**src/rtl/req_ack_responder.sv**
```systemverilog
`default_nettype none
// ============================================================================
// Module   : req_ack_responder
// Function : Answers each req with one ack within [MIN_LAT, MAX_LAT] cycles,
//            FIFO-ordered, released on ready or forced on the deadline cycle.
// Revision : 1.0  initial release
// ============================================================================
module req_ack_responder #(
    parameter int MIN_LAT = 1,
    parameter int MAX_LAT = 3,
    parameter int DEPTH   = 4
) (
    input  logic                       clk,
    input  logic                       rst,
    input  logic                       req,
    input  logic                       ready,
    output logic                       ack,
    output logic                       forced,
    output logic [$clog2(DEPTH+1)-1:0] pending,
    output logic                       overflow
);

    localparam int c_AGE_W = (MAX_LAT > 1) ? $clog2(MAX_LAT) : 1;
    localparam int c_PTR_W = (DEPTH > 1) ? $clog2(DEPTH) : 1;
    localparam int c_CNT_W = $clog2(DEPTH+1);

    localparam logic [c_AGE_W-1:0] c_MIN_AGE  = c_AGE_W'(MIN_LAT-1);
    localparam logic [c_AGE_W-1:0] c_MAX_AGE  = c_AGE_W'(MAX_LAT-1);
    localparam logic [c_PTR_W-1:0] c_PTR_LAST = c_PTR_W'(DEPTH-1);
    localparam logic [c_CNT_W-1:0] c_FULL     = c_CNT_W'(DEPTH);

    generate
        if (MIN_LAT < 1 || MAX_LAT < MIN_LAT || DEPTH < MAX_LAT) begin : g_param_check
            $error("req_ack_responder: need 1 <= MIN_LAT <= MAX_LAT <= DEPTH");
        end
    endgenerate

    // Stored age is the age the entry will have at the next edge.
    logic [c_AGE_W-1:0] r_age [DEPTH];
    logic [c_PTR_W-1:0] r_rd_ptr;
    logic [c_PTR_W-1:0] r_wr_ptr;
    logic [c_CNT_W-1:0] r_count;

    logic               w_empty;
    logic               w_full;
    logic               w_cand;
    logic [c_AGE_W-1:0] w_cand_age;
    logic               w_fire;
    logic               w_pop;
    logic               w_push_req;
    logic               w_push;

    always_comb begin
        w_empty    = (r_count == '0);
        w_full     = (r_count == c_FULL);
        w_cand     = !w_empty || req;
        w_cand_age = w_empty ? '0 : r_age[r_rd_ptr];
        w_fire     = w_cand && (w_cand_age >= c_MIN_AGE) &&
                     (ready || (w_cand_age == c_MAX_AGE));
        w_pop      = w_fire && !w_empty;
        // A bypassed request retired on its arrival edge never enters the queue.
        w_push_req = req && !(w_fire && w_empty);
        w_push     = w_push_req && !w_full;
    end

    always_ff @(posedge clk) begin
        if (rst) begin
            for (int i = 0; i < DEPTH; i++) begin
                r_age[i] <= '0;
            end
            r_rd_ptr <= '0;
            r_wr_ptr <= '0;
            r_count  <= '0;
            ack      <= 1'b0;
            forced   <= 1'b0;
            overflow <= 1'b0;
        end else begin
            for (int i = 0; i < DEPTH; i++) begin
                r_age[i] <= r_age[i] + c_AGE_W'(1);
            end
            if (w_push) begin
                r_age[r_wr_ptr] <= c_AGE_W'(1);
                r_wr_ptr        <= (r_wr_ptr == c_PTR_LAST) ? '0 : r_wr_ptr + 1'b1;
            end
            if (w_pop) begin
                r_rd_ptr <= (r_rd_ptr == c_PTR_LAST) ? '0 : r_rd_ptr + 1'b1;
            end
            if (w_push && !w_pop) begin
                r_count <= r_count + 1'b1;
            end else if (w_pop && !w_push) begin
                r_count <= r_count - 1'b1;
            end
            ack    <= w_fire;
            forced <= w_fire && !ready;
            if (w_push_req && w_full) begin
                overflow <= 1'b1;
            end
        end
    end

    assign pending = r_count;

endmodule
`default_nettype wire

```
**config.mk**
```make
export PLATFORM = sky130hd
export DESIGN_NAME = req_ack_responder
export DESIGN_NICKNAME = d
export VERILOG_FILES = /design/src/rtl/req_ack_responder.sv
export SDC_FILE = /design/constraint.sdc
export NUM_CORES = 1
export LEC_CHECK = 0
export CAP_MARGIN = 20
export CORE_ASPECT_RATIO = 0.9
export CORE_UTILIZATION = 47
export DETAILED_ROUTE_END_ITERATION = 7
export HOLD_SLACK_MARGIN = 0.08
export PLACE_DENSITY = 0.71
export SLEW_MARGIN = 30
export SYNTH_ARGS = -nofsm -noshare
export SYNTH_HDL_FRONTEND = slang
export SYNTH_SLANG_ARGS = --single-unit
export TNS_END_PERCENT = 50
```
**constraint.sdc**
```tcl
create_clock -name clk -period 2.4 [get_ports clk]
set_input_delay 0.24 -clock clk [delete_from_list [all_inputs] [get_ports clk]]
set_output_delay 0.24 -clock clk [all_outputs]
set_load 0.05 [all_outputs]
```
==> results of run 1 <==
worst min path at each step:
stage                            from          end  slack, ns  depth (start not counted)
after floorplan                   rst  r_age[0][0]       0.31                          1
after CTS                 r_age[0][0]  r_age[0][0]       0.49                          1
after global placement       overflow     overflow       0.45                          2
after detailed placement  r_age[0][0]  r_age[0][0]       0.47                          1
final                     r_age[2][0]  r_age[2][0]       0.45                          1
after global routing      r_age[2][0]  r_age[2][0]       0.48                          1
worst max-delay path, delay by kind of cell, from the launching register on:
family / cells / cell delay [ns]
flip-flops: 1 / 0.34
AND/OR/NAND/NOR: 2 / 0.44
adder cells (fa/ha/maj): 2 / 0.53
AO/OA/AOI/OAI: 2 / 0.30
multiplexers: 1 / 0.48
XOR/XNOR: 1 / 0.15
buffers and inverters: 1 / 0.04
cells by family (layout without fill, tap and decap cells):
family          after synthesis  after routing
buf+inv                       6             24
simple gates                 35             35
mux                           4              4
xor+xnor                      6              6
flops                        20             20
fa+ha+maj                     7              7
compound gates               13             13
sequential cells by signal (all words and copies together), names as in the netlist, named ones only:
signal / cells
ack: 1
forced: 1
overflow: 1
pending: 3
r_age: 8
r_rd_ptr: 2
r_wr_ptr: 2
metrics by stage:
stage / setup WS, ns / cell area, sq um
floorplan: 0.0931 / 883
global placement: 0.102 / 1040
detailed placement: 0.0477 / 1040
CTS: 0.0177 / 1090
global route: -0.0906 / 1110
finish: 0.0566 / 1110
power by group:
group / switching, mW / internal (mW) / total [mW]
Clock: 0.108 / 0.169 / 0.277
Sequential: 0.0717 / 0.414 / 0.486
Combinational: 0.277 / 0.232 / 0.508
Total: 0.456 / 0.814 / 1.27
what timing repair did:
| item | 4_1_cts | 5_1_grt |
|---|---|---|
| setup buffers | 0 | 1 |
| setup endpoints to repair | 0 | 1 |
| resized for setup | 0 | 8 |
synthesized netlist by cell type (3+ instances only):
master and n:
nand2_1 6, xor2_1 6, inv_1 4, nor3_1 3, a21oi_1 6, nor2_1 9
mux2i_1 3, dfxtp_1 20, ha_1 6, a31oi_1 3, and3_1 4, nor2b_1 4
per-layer routing:
metal  routed length, um  track usage
met3                  37       0.0511
met5                   0            0
met2                 793        0.318
met1                 849        0.251
met4                  18       0.0833
cell type report:
type / instances / area, sq um / share of cell area
multi-input cells: 65 / 467 / 0.419
clock inverters: 1 / 30.0 / 0.0269
well taps: 24 / 30.0 / 0.0269
clock buffers: 3 / 22.5 / 0.0202
flip-flops and latches: 20 / 408 / 0.366
inverters: 4 / 15.0 / 0.0135
repair buffers: 16 / 143 / 0.128
==> flow_summary_export.csv, run 1 <==
group,metric,value,unit
die,die_h,43.1,um
clock_tree,cts_tree,"done",
place,finalWeightedCongestion,0.724,
critical_path,r2r_cells,9,
detailed_routing,drc_errors,0,
power_and_ir_drop,vdd_ir_drop_max,0.705,mV
power_and_ir_drop,p_leak,0.482,nW
layout,areaGrowthSynthToFinish,26.6,%
detailed_routing,routed-via-count,691,
run_status,outcome,"completed",
critical_path,r2r-end,"pending[2]",
die,fp.dieArea,2050,sq um
grt,overflow,0,
layout,insertedDiodeCount,0,
synthesis,synth_ff_type,"dfxtp_1",
grt,grt_usage,0.200,
synthesis,synth-seq-cells,20,
critical_path,cp.required,2.63,ns
critical_path,cpPeakStageDelay,0.48,ns
synthesis,seq_area_frac_synth,0.455,
place,dpl.hpwl,1270,um
synthesis,synthMuxAreaShare,0.0597,
critical_path,reg2reg_slack,0.06,ns
die,fp-row-count,14,
synthesis,synthArstFlopShare,0,
critical_path,crit_chain,"nor2b_1 -> mux4_2 -> o21ai_2 -> ha_2 -> inv_2 -> fa_2 -> xor2_1 -> or3_1 -> a21oi_1",
die,pin_count,10,
detailed_routing,wl,1700,um
critical_path,path_class,"flop to flop",
synthesis,syn_nets,102,
sta,layout_min_cycle_time,2.34,ns
layout,final-instance-count-excl-fill,133,
detailed_routing,drtAntennaViolNets,0,
clock_tree,clk_pin_slew,0.12,ns
critical_path,worstSetupStartpointType,"flop",
detailed_routing,via_per_inst,5.20,
clock_tree,insertion_delay,0.30,ns
grt,grt_pass1_vias,680,
synthesis,synthTopCellsByArea,"dfxtp_1, ha_1, xor2_1",
place,numPlacedInstances,128,
detailed_routing,drt-wirelength-per-cell,12.8,um
critical_path,crit_end,"pending[2]",
power_and_ir_drop,design_power_total,1.27,mW
critical_path,end_kind,"flop",
sta,period_share,0.976,
critical_path,cp.arrival,2.58,ns
sta,whs,0.452,ns
synthesis,yosysWarnings,0,
die,core,1720,sq um
layout,fillerInstances,159,
flow_run,drv_cap,0,
die,die_x,47.6,um
synthesis,synth_fa_ha_area_frac,0.108,
synthesis,synth_top_family_by_area,"simple AND/OR/NAND/NOR gates",
grt,grt_max_degree,13,
min_path,hold_path.class,"flop to flop",
power_and_ir_drop,power.density,1140,nW/um^2
synthesis,netlist.area_leader.share,0.455,
synthesis,syn_area_per_cell,9.68,sq um
sta,fmax,0.427,GHz
clock_tree,cts_num_sinks,20,
sta,rsz0062_at_grt,"yes",
synthesis,yosys.area_share.simple,0.210,
sta,hold_viol,0,
place,place.port_buffers,9,
layout,final_nets,121,
sta,tns,0,ns
sta,tightest_slew,0.500,ns
sta,skew,0.000936,ns
layout,final_cell_mix,"dfxtp_1, nor2_1, clkdlybuf4s50_1, buf_4",
critical_path,r2r-start,"r_age[1][1]",
clock_tree,hold_buffers,0,
sta,report.final.slew_viol_count,0,
synthesis,syn_area,881,sq um
sta,max-slew-margin-rel,0.666,
layout,drive_gt1_frac,0.202,
detailed_routing,drt_pass1_iterations,4,
grt,grt_pass1_wl,2840,um
synthesis,synth-compound-area-share,0.0824,
synthesis,synthCells,91,
detailed_routing,drt-initial-drc-count,12,
synthesis,synth_top_area_cell,"dfxtp_1",
clock_tree,cts_made_buffers,3,
critical_path,critPathSlowestCell,"mux4_2",
layout,final_common_cell,"dfxtp_1",
critical_path,crit_fanout,2,
clock_tree,clockBufferDepth,2,
clock_tree,cts_root_buf,"clkbuf_4",
clock_tree,h-tree-depth,1,
die,initial_utilization,0.513,
synthesis,synth.distinct_cells,23,
layout,post-route-util,0.649,
grt,antenna_found_initial,0,
synthesis,synth_xor_area_frac,0.0597,
synthesis,synth_edf_count,0,
critical_path,crit_path_start,"r_age[1][1]",
sta,setup_violations,0,
(Power assumes the default switching activity.)
==> inputs of run 2 (changes only) <==
CTS_BUF_LIST = sky130_fd_sc_hd__clkbuf_4 sky130_fd_sc_hd__clkbuf_8 sky130_fd_sc_hd__clkbuf_16   (was not set)
==> results of run 2 <==
Same layout as run 1: the final DEF is identical, and so are final timing and power.
==> inputs of run 3 (changes only) <==
SETUP_SLACK_MARGIN = 0.4   (was not set)
==> flow_summary_export.csv, run 3 (synthesis results as in run 1) <==
group,metric,value,unit
detailed_routing,drc_errors,0,
die,die_h,43.1,um
place,post_dp_cell_area,1040,sq um
critical_path,cp.arrival,2.52,ns
die,die_x,47.6,um
clock_tree,cts_made_buffers,3,
layout,drive_gt1_frac,0.187,
sta,max-slew-margin-rel,0.663,
die,fp.dieArea,2050,sq um
detailed_routing,wl,1610,um
critical_path,r2r-end,"pending[2]",
sta,hold_viol,0,
critical_path,reg2reg_slack,0.11,ns
sta,report.final.slew_viol_count,0,
clock_tree,cts_num_sinks,20,
run_status,outcome,"completed",
critical_path,r2r_cells,9,
clock_tree,cts_root_buf,"clkbuf_4",
sta,skew,0.00474,ns
layout,final_cell_mix,"dfxtp_1, nor2_1, clkdlybuf4s50_1",
min_path,hold_path.class,"flop to flop",
die,initial_utilization,0.513,
grt,grt_max_degree,11,
critical_path,r2r-start,"r_age[0][1]",
clock_tree,h-tree-depth,1,
clock_tree,insertion_delay,0.29,ns
layout,final_area,1080,sq um
place,numPlacedInstances,127,
place,finalWeightedCongestion,0.752,
critical_path,path_class,"flop to flop",
clock_tree,clockBufferDepth,2,
layout,final_common_cell,"dfxtp_1",
die,pin_count,10,
power_and_ir_drop,p_leak,0.462,nW
grt,antenna_found_initial,0,
layout,insertedDiodeCount,0,
critical_path,crit_fanout,2,
grt,grt_usage,0.197,
sta,tightest_slew,0.503,ns
grt,overflow,0,
detailed_routing,routed-via-count,689,
layout,top_register,"r_age",
clock_tree,clk_pin_slew,0.10,ns
power_and_ir_drop,vdd_ir_drop_max,0.787,mV
layout,final_nets,120,
detailed_routing,drt_pass1_iterations,4,
critical_path,worstSetupStartpointType,"flop",
critical_path,cp.required,2.63,ns
flow_run,drv_cap,0,
place,place.port_buffers,9,
min_path,hp-start,"r_age[0][0]",
place,dpl.hpwl,1190,um
critical_path,end_kind,"flop",
sta,rsz0062_at_grt,"yes",
layout,areaGrowthSynthToFinish,22.6,%
power_and_ir_drop,power.density,1050,nW/um^2
sta,fmax,0.437,GHz
layout,final-instance-count-excl-fill,131,
layout,largest_reg_flops,8,
die,core,1720,sq um
sta,layout_min_cycle_time,2.29,ns
detailed_routing,drtAntennaViolNets,0,
detailed_routing,drt-wirelength-per-cell,12.3,um
detailed_routing,drt-initial-drc-count,11,
die,fp-row-count,14,
sta,period_share,0.953,
clock_tree,cts_tree,"done",
sta,setup_violations,0,
min_path,holdPathEnd,"r_age[0][0]",
min_path,holdPathStages,1,
detailed_routing,via_per_inst,5.26,
grt,grt_pass1_wl,2810,um
grt,grt_pass1_vias,677,
==> run 3: cell count changes in the layout (fill, tap and decap cells not counted), sizes merged <==
cell / delta
bufinv: -1
buf: -1
==> run 3: routing by layer <==
layer | share of wire | global-route usage
met5 | 0 | 0
met4 | 0.011 | 0.0667
met3 | 0.034 | 0.0638
met2 | 0.47 | 0.321
met1 | 0.49 | 0.238
==> run 3: cell type report <==
cell class              instances  area, sq um
fillers                       150          637
well taps                      24         30.0
clock buffers                   3         22.5
inverters                       4         15.0
repair buffers                 15          135
multi-input cells              65          470
flip-flops and latches         20          407
==> run 3: through the flow <==
step / worst slack [ns] / setup TNS, ns / power, mW / hold WS [ns] / utilization
detailed placement: 0.0826 / 0 / 0.962 / 0.465 / 0.606
global placement: 0.147 / 0 / 0.956 / 0.452 / 0.606
CTS: 0.108 / 0 / 1.14 / 0.490 / 0.628
floorplan: 0.146 / 0 / 0.821 / 0.309 / -
global route: -0.00616 / -0.00616 / 1.22 / 0.484 / 0.629
finish: 0.114 / 0 / 1.13 / 0.453 / 0.629
==> run 3: how the worst max path moves through the flow <==
stage                      from    endpoint  slack, ns  depth (start not counted)
CTS                 r_age[0][1]  pending[2]       0.11                          9
global route        r_age[0][1]  pending[2]     -0.006                          9
finish              r_age[0][1]  pending[2]       0.11                          9
global placement    r_age[3][1]  pending[2]       0.15                          9
detailed placement  r_age[0][1]  pending[2]       0.08                          9
floorplan           r_age[3][1]  pending[2]       0.15                          9
==> run 3: power breakdown <==
group | internal [mW] | total (mW) | leakage, nW | switching, mW
clock network | 0.0584 | 0.151 | 0.0138 | 0.0925
registers | 0.414 | 0.475 | 0.167 | 0.0613
logic | 0.224 | 0.506 | 0.282 | 0.282
total | 0.697 | 1.13 | 0.462 | 0.436
==> run 3: repair_timing <==
action                     CTS  global route
hold buffers                 0             0
buffers inserted             1             0
setup endpoints to repair    2             2
hold endpoints to repair     0             0
resized for setup            2             3
pin swaps                    2             1
==> run 3: critical path, stage by stage, from the launching register on <==
cell and delay (ns):
dfxtp_2 0.33, nor2b_1 0.13, mux4_2 0.48, o21ai_2 0.13, ha_2 0.19, inv_2 0.04, fa_2 0.32, xor2_1 0.15
or3_1 0.32, a21oi_2 0.13
